**src/rtl/mem_lsu.sv**
```systemverilog
// MEM-stage load/store unit between EX and WB.
// Loads and stores go out on a valid/grant/rvalid bus with byte strobes.
// Non-memory instructions reach WB through one register stage.
// Illegal or misaligned accesses raise a one-cycle trap and never touch the bus.
//
// state  | meaning
// -------+------------------------------------------------------------
// S_IDLE | sample EX; pass non-mem ops, trap bad accesses, accept mem ops
// S_REQ  | bus_req_o held with captured fields until bus_gnt_i
// S_WAIT | waiting for bus_rvalid_i; load data goes to WB on arrival
module mem_lsu #(
    parameter int          XLEN      = 32,
    parameter logic [31:0] HALT_ADDR = 32'h0000_1000
) (
    input  logic                 clk_i,
    input  logic                 rst_ni,
    input  logic                 ex_valid_i,
    input  logic [4:0]           rd_addr_i,
    input  logic [XLEN-1:0]      rd_data_i,
    input  logic                 rd_we_i,
    input  logic [XLEN-1:0]      mem_addr_i,
    input  logic                 mem_re_i,
    input  logic                 mem_we_i,
    input  logic [2:0]           opfunc3_i,
    output logic                 bus_req_o,
    output logic                 bus_we_o,
    output logic [XLEN-1:0]      bus_addr_o,
    output logic [XLEN-1:0]      bus_wdata_o,
    output logic [XLEN/8-1:0]    bus_wstrb_o,
    input  logic                 bus_gnt_i,
    input  logic                 bus_rvalid_i,
    input  logic [XLEN-1:0]      bus_rdata_i,
    output logic                 stall_o,
    output logic [4:0]           rd_addr_o,
    output logic [XLEN-1:0]      rd_data_o,
    output logic                 rd_we_o,
    output logic                 exc_o,
    output logic [1:0]           exc_cause_o,
    output logic [XLEN-1:0]      exc_addr_o,
    output logic                 halt_o
);
    localparam int STRB_W = XLEN / 8;
    localparam int OFF_W  = $clog2(STRB_W);

    typedef enum logic [1:0] {S_IDLE, S_REQ, S_WAIT} state_t;
    state_t r_state, w_state_nxt;

    logic                 w_mem_op, w_width_ok, w_illegal, w_misal, w_trap, w_accept, w_halt_hit;
    logic [1:0]           w_cause;
    logic [OFF_W-1:0]     w_off;
    logic [STRB_W-1:0]    w_strb_base, w_strb;
    logic [XLEN-1:0]      w_wdata, w_shift, w_ld_data;
    logic                 w_stall, w_bus_req;

    logic [XLEN-1:0]      r_addr, r_wdata;
    logic [STRB_W-1:0]    r_wstrb;
    logic [OFF_W-1:0]     r_off;
    logic [2:0]           r_f3;
    logic [4:0]           r_rd;
    logic                 r_rd_we, r_is_load, r_we;
    logic [4:0]           r_rd_addr_o;
    logic [XLEN-1:0]      r_rd_data_o, r_exc_addr;
    logic                 r_rd_we_o, r_exc, r_halt;
    logic [1:0]           r_exc_cause;

    // Decode the EX slot: width legality, alignment, strobes and lane-replicated store data.
    always_comb begin
        w_mem_op = ex_valid_i & (mem_re_i | mem_we_i);
        w_off    = mem_addr_i[OFF_W-1:0];
        case (opfunc3_i)
            3'b000, 3'b001, 3'b010: w_width_ok = 1'b1;
            3'b100, 3'b101:         w_width_ok = ~mem_we_i;
            3'b011:                 w_width_ok = (XLEN == 64);
            3'b110:                 w_width_ok = (XLEN == 64) & ~mem_we_i;
            default:                w_width_ok = 1'b0;
        endcase
        w_illegal = (mem_re_i & mem_we_i) | ~w_width_ok;
        case (opfunc3_i[1:0])
            2'b01:   w_misal = mem_addr_i[0];
            2'b10:   w_misal = |mem_addr_i[1:0];
            2'b11:   w_misal = |mem_addr_i[2:0];
            default: w_misal = 1'b0;
        endcase
        w_trap     = w_mem_op & (w_illegal | w_misal);
        w_accept   = w_mem_op & ~w_illegal & ~w_misal;
        w_cause    = w_illegal ? 2'b11 : (mem_we_i ? 2'b10 : 2'b01);
        w_halt_hit = w_accept & mem_we_i & (opfunc3_i == 3'b010) &
                     (mem_addr_i == XLEN'(HALT_ADDR));
        case (opfunc3_i[1:0])
            2'b00: begin
                w_strb_base = STRB_W'(1);
                w_wdata     = {STRB_W{rd_data_i[7:0]}};
            end
            2'b01: begin
                w_strb_base = STRB_W'(3);
                w_wdata     = {(STRB_W/2){rd_data_i[15:0]}};
            end
            2'b10: begin
                w_strb_base = STRB_W'(15);
                w_wdata     = {(STRB_W/4){rd_data_i[31:0]}};
            end
            default: begin
                w_strb_base = '1;
                w_wdata     = rd_data_i;
            end
        endcase
        w_strb = mem_we_i ? (w_strb_base << w_off) : '0;
    end

    // Pick the addressed lane out of the read data and extend it to XLEN.
    always_comb begin
        w_shift = bus_rdata_i >> {r_off, 3'b000};
        case (r_f3)
            3'b000:  w_ld_data = XLEN'($signed(w_shift[7:0]));
            3'b100:  w_ld_data = XLEN'(w_shift[7:0]);
            3'b001:  w_ld_data = XLEN'($signed(w_shift[15:0]));
            3'b101:  w_ld_data = XLEN'(w_shift[15:0]);
            3'b010:  w_ld_data = XLEN'($signed(w_shift[31:0]));
            3'b110:  w_ld_data = XLEN'(w_shift[31:0]);
            default: w_ld_data = w_shift;
        endcase
    end

    // State register.
    always_ff @(posedge clk_i or negedge rst_ni) begin
        if (!rst_ni) r_state <= S_IDLE;
        else         r_state <= w_state_nxt;
    end

    // Next-state, bus request and stall.
    always_comb begin
        w_state_nxt = r_state;
        w_stall     = 1'b0;
        w_bus_req   = 1'b0;
        case (r_state)
            S_IDLE: begin
                w_stall = w_accept;
                if (w_accept) w_state_nxt = S_REQ;
            end
            S_REQ: begin
                w_stall   = 1'b1;
                w_bus_req = 1'b1;
                if (bus_gnt_i) w_state_nxt = S_WAIT;
            end
            S_WAIT: begin
                w_stall = ~bus_rvalid_i;
                if (bus_rvalid_i) w_state_nxt = S_IDLE;
            end
            default: w_state_nxt = S_IDLE;
        endcase
    end

    // Capture accepted accesses, drive WB, latch traps and the sticky halt flag.
    always_ff @(posedge clk_i or negedge rst_ni) begin
        if (!rst_ni) begin
            r_addr      <= '0;
            r_wdata     <= '0;
            r_wstrb     <= '0;
            r_off       <= '0;
            r_f3        <= '0;
            r_rd        <= '0;
            r_rd_we     <= 1'b0;
            r_is_load   <= 1'b0;
            r_we        <= 1'b0;
            r_rd_addr_o <= '0;
            r_rd_data_o <= '0;
            r_rd_we_o   <= 1'b0;
            r_exc       <= 1'b0;
            r_exc_cause <= '0;
            r_exc_addr  <= '0;
            r_halt      <= 1'b0;
        end else begin
            r_exc <= 1'b0;
            case (r_state)
                S_IDLE: begin
                    if (w_accept) begin
                        r_addr    <= {mem_addr_i[XLEN-1:OFF_W], {OFF_W{1'b0}}};
                        r_off     <= w_off;
                        r_f3      <= opfunc3_i;
                        r_rd      <= rd_addr_i;
                        r_rd_we   <= rd_we_i;
                        r_is_load <= mem_re_i;
                        r_we      <= mem_we_i;
                        r_wdata   <= w_wdata;
                        r_wstrb   <= w_strb;
                        r_rd_we_o <= 1'b0;
                        if (w_halt_hit) r_halt <= 1'b1;
                    end else if (w_trap) begin
                        r_rd_we_o   <= 1'b0;
                        r_exc       <= 1'b1;
                        r_exc_cause <= w_cause;
                        r_exc_addr  <= mem_addr_i;
                    end else begin
                        r_rd_addr_o <= rd_addr_i;
                        r_rd_data_o <= rd_data_i;
                        r_rd_we_o   <= ex_valid_i & rd_we_i;
                    end
                end
                S_WAIT: begin
                    if (bus_rvalid_i) begin
                        r_rd_addr_o <= r_rd;
                        r_rd_we_o   <= r_is_load & r_rd_we;
                        r_rd_data_o <= r_is_load ? w_ld_data : '0;
                    end
                end
                default: ;
            endcase
        end
    end

    assign bus_req_o   = w_bus_req;
    assign bus_we_o    = r_we;
    assign bus_addr_o  = r_addr;
    assign bus_wdata_o = r_wdata;
    assign bus_wstrb_o = r_wstrb;
    assign stall_o     = w_stall & rst_ni;
    assign rd_addr_o   = r_rd_addr_o;
    assign rd_data_o   = r_rd_data_o;
    assign rd_we_o     = r_rd_we_o;
    assign exc_o       = r_exc;
    assign exc_cause_o = r_exc_cause;
    assign exc_addr_o  = r_exc_addr;
    assign halt_o      = r_halt;
endmodule

```
**config.mk**
```make
export PLATFORM = sky130hd
export DESIGN_NAME = mem_lsu
export DESIGN_NICKNAME = d
export VERILOG_FILES = /design/src/rtl/mem_lsu.sv
export SDC_FILE = /design/constraint.sdc
export NUM_CORES = 1
export LEC_CHECK = 0
export ABC_AREA = 1
export CAP_MARGIN = 20
export CORE_ASPECT_RATIO = 1.2
export CORE_MARGIN = 5
export CORE_UTILIZATION = 45
export CTS_BUF_LIST = sky130_fd_sc_hd__clkbuf_8
export DETAILED_ROUTE_END_ITERATION = 16
export PLACE_DENSITY = 0.8
export SKIP_CTS_REPAIR_TIMING = 1
export SKIP_LAST_GASP = 1
export SYNTH_ARGS = -nofsm -noshare
export SYNTH_HDL_FRONTEND = slang
export SYNTH_SLANG_ARGS = --single-unit
```
**constraint.sdc**
```tcl
create_clock -name clk_i -period 3.27 [get_ports clk_i]
set_clock_uncertainty 0.1 [all_clocks]
set_input_delay 0.654 -clock clk_i [delete_from_list [all_inputs] [get_ports clk_i]]
set_output_delay 0.654 -clock clk_i [all_outputs]
set_load 0.005 [all_outputs]
```
== After elaboration in Yosys (flattened, before gate mapping) ==
Cells that the tools add are included.

* Register bits: 155
* Bits of input ports: 112
* Output and inout port bits: 145
* Logic and storage cells: 102

* Equal/unequal tests: 18
* Shift operators: 2
* Muxes and demuxes: 30
* Bitwise gates (word level): 20
* Reduce and logical (&&, ||, !) cells: 15

{| class="wikitable"
|+ Operator list
! kind !! number
|-
| $mux 32 || 4
|-
| $pmux 32 s2 || 2
|-
| $pmux 32 s4 || 1
|-
| $eq 32x13->1 const B || 1
|-
| $shr 32x5->32 || 1
|-
| $mux 5 || 3
|-
| $eq 3x3->1 const B || 4
|-
| $and 1x1->1 || 11
|-
| $mux 2 || 5
|-
| $ne 2x2->1 const B || 5
|-
| $pmux 5 s2 || 1
|-
| $reduce_and 3->1 || 3
|-
| $pmux 4 s2 || 1
|-
| $mux 1 || 7
|-
| $eq 2x2->1 const B || 3
|-
| $eq 3x1->1 const B || 2
|-
| $logic_not 3->1 || 2
|-
| $not 1->1 || 6
|-
| $pmux 1 s3 || 2
|-
| $pmux 2 s3 || 1
|-
| $reduce_or 3->1 || 2
|-
| $eq 2x1->1 const B || 2
|-
| $logic_not 2->1 || 2
|-
| $mux 4 || 1
|-
| 8 further kinds || 13
|}

== Logic depth before layout (Yosys ltp) ==
* Depth in word-level cells: 12
* Depth in mapped cells: 12

== Least setup slack after synthesis ==
Ideal clock, no wire load.

* Kind: in2out
* Start point: input port opfunc3_i[1]
* End point: output port stall_o
* Arrival time: 1.721 ns
* Data required time: 2.516 ns
* Setup slack: 0.795 ns
* Stages on the path: 10
* Buffers on the path: 4
* Cells stage by stage: buf_6 > inv_2 > buf_6 > nand2_2 > nor2_2 > a21oi_4 > nand3_4 > buf_6 > buf_6 > a21oi_1

* Longest elaborated chain between the ends: 10
* Elaborated cells between the ends (all ways): 20
* Those cells by class: 7 x eq/ne; 3 x mux; 7 x bitwise; 3 x reduce/logical

{| class="wikitable"
|+ RTL lines
! element !! RTL line !! source
|-
| start, declared || 24 || <nowiki>input logic [2:0] opfunc3_i,</nowiki>
|-
| $eq 3x2->1, or another cell as far along || 70 || <nowiki>case (opfunc3_i)</nowiki>
|-
| $reduce_or 3->1 / $reduce_or 2->1 (equally long branches) || 70 ||
|-
| $pmux 1 s2 || 70 ||
|-
| $not 1->1 || 77 || <nowiki>w_illegal = (mem_re_i & mem_we_i) | ~w_width_ok;</nowiki>
|-
| $or 1x1->1 || 77 ||
|-
| $not 1->1 || 85 || <nowiki>w_accept = w_mem_op & ~w_illegal & ~w_misal;</nowiki>
|-
| $and 1x1->1 || 85 ||
|-
| $and 1x1->1 * || 85 ||
|-
| $pmux 1 s3 * || 135 || <nowiki>case (r_state)</nowiki>
|-
| $and 1x1->1 * || 216 || <nowiki>assign stall_o = w_stall & rst_ni;</nowiki>
|-
| end, declared || 33 || <nowiki>output logic stall_o,</nowiki>
|}

Every way passes the cells marked *; elsewhere a longest branch is shown, timed or not.

== Final worst setup path ==
* Start point: input port mem_we_i
* End point: output port stall_o

* Longest elaborated chain between the ends: 9
* Elaborated cells between the ends (all ways): 12
* Those cells by class: 2 x mux; 10 x bitwise

{| class="wikitable"
|+ RTL lines
! element !! RTL line !! source
|-
| start, declared || 23 || <nowiki>input logic mem_we_i,</nowiki>
|-
| $not 1->1 || -- ||
|-
| $pmux 1 s2 || 70 ||
|-
| $not 1->1 || 77 ||
|-
| $or 1x1->1 || 77 ||
|-
| $not 1->1 || 85 ||
|-
| $and 1x1->1 * (2 in series) || 85 ||
|-
| $pmux 1 s3 * || 135 ||
|-
| $and 1x1->1 * || 216 ||
|}

Marks and branches as above.

==> flow_summary.ini <==
[synth]
yosys-top-cells-count = nand2_1 (389), dfrtp_1 (155), a21oi_1 (97)
yosysSeqAreaShare = 0.527
synth-edff-count = 0
synth_most_common_cell = nand2_1
synth_area_per_cell_um2 = 7.79
yosysWarnings = 0
mappedNetlistArea_um2 = 7350
synthFlopType = dfrtp_1
ys_seq_elements = 155
postSynth.asyncResetShare = 1.00
synth_top_cell_by_area = dfrtp_1
synth_cell_types = 29
yosysTopAreaCellShare = 0.527
synthTopCellsByArea = dfrtp_1 (53%), nand2_1 (20%), a21oi_1 (6.6%)
synthCells = 944

[sta]
rsz0062_at_grt = no
worst_pin_slew_ns = 0.844
drv_slew = 0
worst_slack_ns = 0.102
period_needed_ns = 3.17
max_freq_mhz = 316
slew_headroom = 0.438
fin_tns_setup_ns = 0
setup_viol = 0
min_period_over_period = 0.969
hold_viol_final = 0

[grt]
gr-total-overflow = 0
grt_max_degree = 156
grt_pass1_vias = 7113
grt_first_pass_wirelength_mm = 38.6
antenna_found_initial = 0
grtUsageTotal = 0.261

[detailed_routing]
firstDrtPassIters = 5
num_vias = 7396
vias_per_cell = 5.25
drt_wl_total_mm = 25.0
ant_nets = 0
drc = 0
wire_per_inst_um = 17.7
first_iter_violations = 741

[cts]
clockRootBuffer = clkbuf_8
clk_pin_slew_worst_paths_ns = 0.09
clk_path_buf_depth = 2
clk_latency_ns = 0.46
cts_buffers = 17
cts_tree = yes
cts_sinks = 155
h-tree-depth = 4

[pwr]
power_leakage_nw = 4.90
power_density_nw_per_um2 = 653
intPower_mw = 4.44
peakVddDrop_uv = 356
power_switching_mw = 2.38
p_comb_frac = 0.375
switching_share = 0.349
power_frac_clock = 0.214
p_seq_frac = 0.411

[worst_setup_path]
cp-start-kind = input port
cp_max_fo = 5
r2r_setup_slack_ns = 0.94
r2r-end = r_off[1]
worstPathArrival_ns = 2.41
required_ns = 2.52
endpoint_kind = primary output
reg2reg_from = r_state[1]
critPathKind = input port to primary output
reg2reg_depth = 10

[flow_run]
cap_viol_max_count = 0

[die]
row_count = 51
start_util = 0.456
dieHeight_um = 150
io_pins = 257
dieWidth_um = 127
core-area_um2 = 16100
dieArea_um2 = 19000

[placement]
port-buffer-count = 254
gp_congestion = 0.933
post-dp-hpwl_mm = 18.7
dp.cells = 1377
post_dp_cell_area_um2 = 10000
pre_cts_slack_ns = 0.0559

[finish]
area_growth_pct = 42.0
n_fill_cell = 1371
drive_gt1_frac = 0.0618
diodes = 0
layout.cells.non_filler = 1409
fin_area_um2 = 10400
nets = 1296
final_util = 0.647

[status]
status = complete, no violations

[worst_hold_path]
hp-class = input port to asynchronous set/reset pin
power by group through the flow:
| stage | registers (mW) | logic [mW] | clock network [mW] |
|---|---|---|---|
| finish | 2.80 | 2.55 | 1.45 |
| global route | 2.87 | 2.82 | 1.56 |
| CTS | 2.80 | 2.58 | 1.48 |
| detailed placement | 2.83 | 2.57 | 0 |
| global placement | 2.82 | 2.52 | 0 |
| floorplan | 2.79 | 1.05 | 0 |
critical path, cell delays in order:
cell and delay (ns):
clkdlybuf4s50_1 0.55, nor2_1 0.09, nand3b_1 0.20, inv_1 0.15
nand3_4 0.09, a21oi_2 0.16, clkdlybuf4s50_1 0.52
per-stage QoR:
step	hold WS [ns]	total power, mW
floorplan	0.258	3.84
global placement	0.361	5.34
detailed placement	0.369	5.40
CTS	0.319	6.86
global route	0.342	7.25
finish	0.244	6.81
cells by family after synthesis:
| family | after synthesis | synth area share |
|---|---|---|
| AO/OA/AOI/OAI | 184 | 0.132 |
| buffers and inverters | 101 | 0.0665 |
| other | 1 | 0.000510 |
| flip-flops | 155 | 0.527 |
| AND/OR/NAND/NOR | 503 | 0.273 |
sequential cells by signal, indices dropped and copies added, names as in the netlist, 3 cells and up:
signal / cells
r_rd: 5
bus_addr_o: 30
bus_wstrb_o: 4
r_f3: 3
rd_addr_o: 5
exc_addr_o: 32
bus_wdata_o: 32
rd_data_o: 32
per-layer routing:
metal,track usage,share of wire,vias to the layer above
li1,-,-,3518
met1,0.327,0.39,3446
met2,0.443,0.50,381
met3,0.0525,0.076,51
met4,0.105,0.036,0
met5,0,0,-
cell usage in the layout, fill, tap and decap left out, types with 3 or more instances in the layout:
cell and n:
inv_1 39, clkbuf_8 17, o21ai_1 30, clkdlybuf4s50_1 252, inv_6 7, o211ai_1 7, a31oi_1 6, inv_8 3
buf_4 19, o21ai_0 39, nand2_1 389, buf_12 3, nand4_1 5, nand3_1 41, inv_2 6, a21oi_1 96
nand2_2 3, nor2_1 57, dfrtp_1 155
cell type report:
class,instances,area [µm²],area share
sequential,155,3880,0.372
multi-input combinational,689,2990,0.287
timing repair buffer,276,2750,0.263
tap,212,265,0.0254
clock buffer,17,234,0.0224
inverter,45,169,0.0162
clock inverter,15,150,0.0144
worst max-delay path by stage:
stage / startpoint / endpoint / slack [ns] / depth (start not counted)
after floorplan: opfunc3_i[1] / stall_o / 0.80 / 10
after global placement: opfunc3_i[1] / stall_o / 0.09 / 7
after detailed placement: opfunc3_i[1] / stall_o / 0.06 / 9
after CTS: opfunc3_i[1] / stall_o / 0.05 / 9
after global routing: opfunc3_i[1] / stall_o / 0.008 / 7
final: mem_we_i / stall_o / 0.10 / 7
Power figures use the tool's default switching activity.
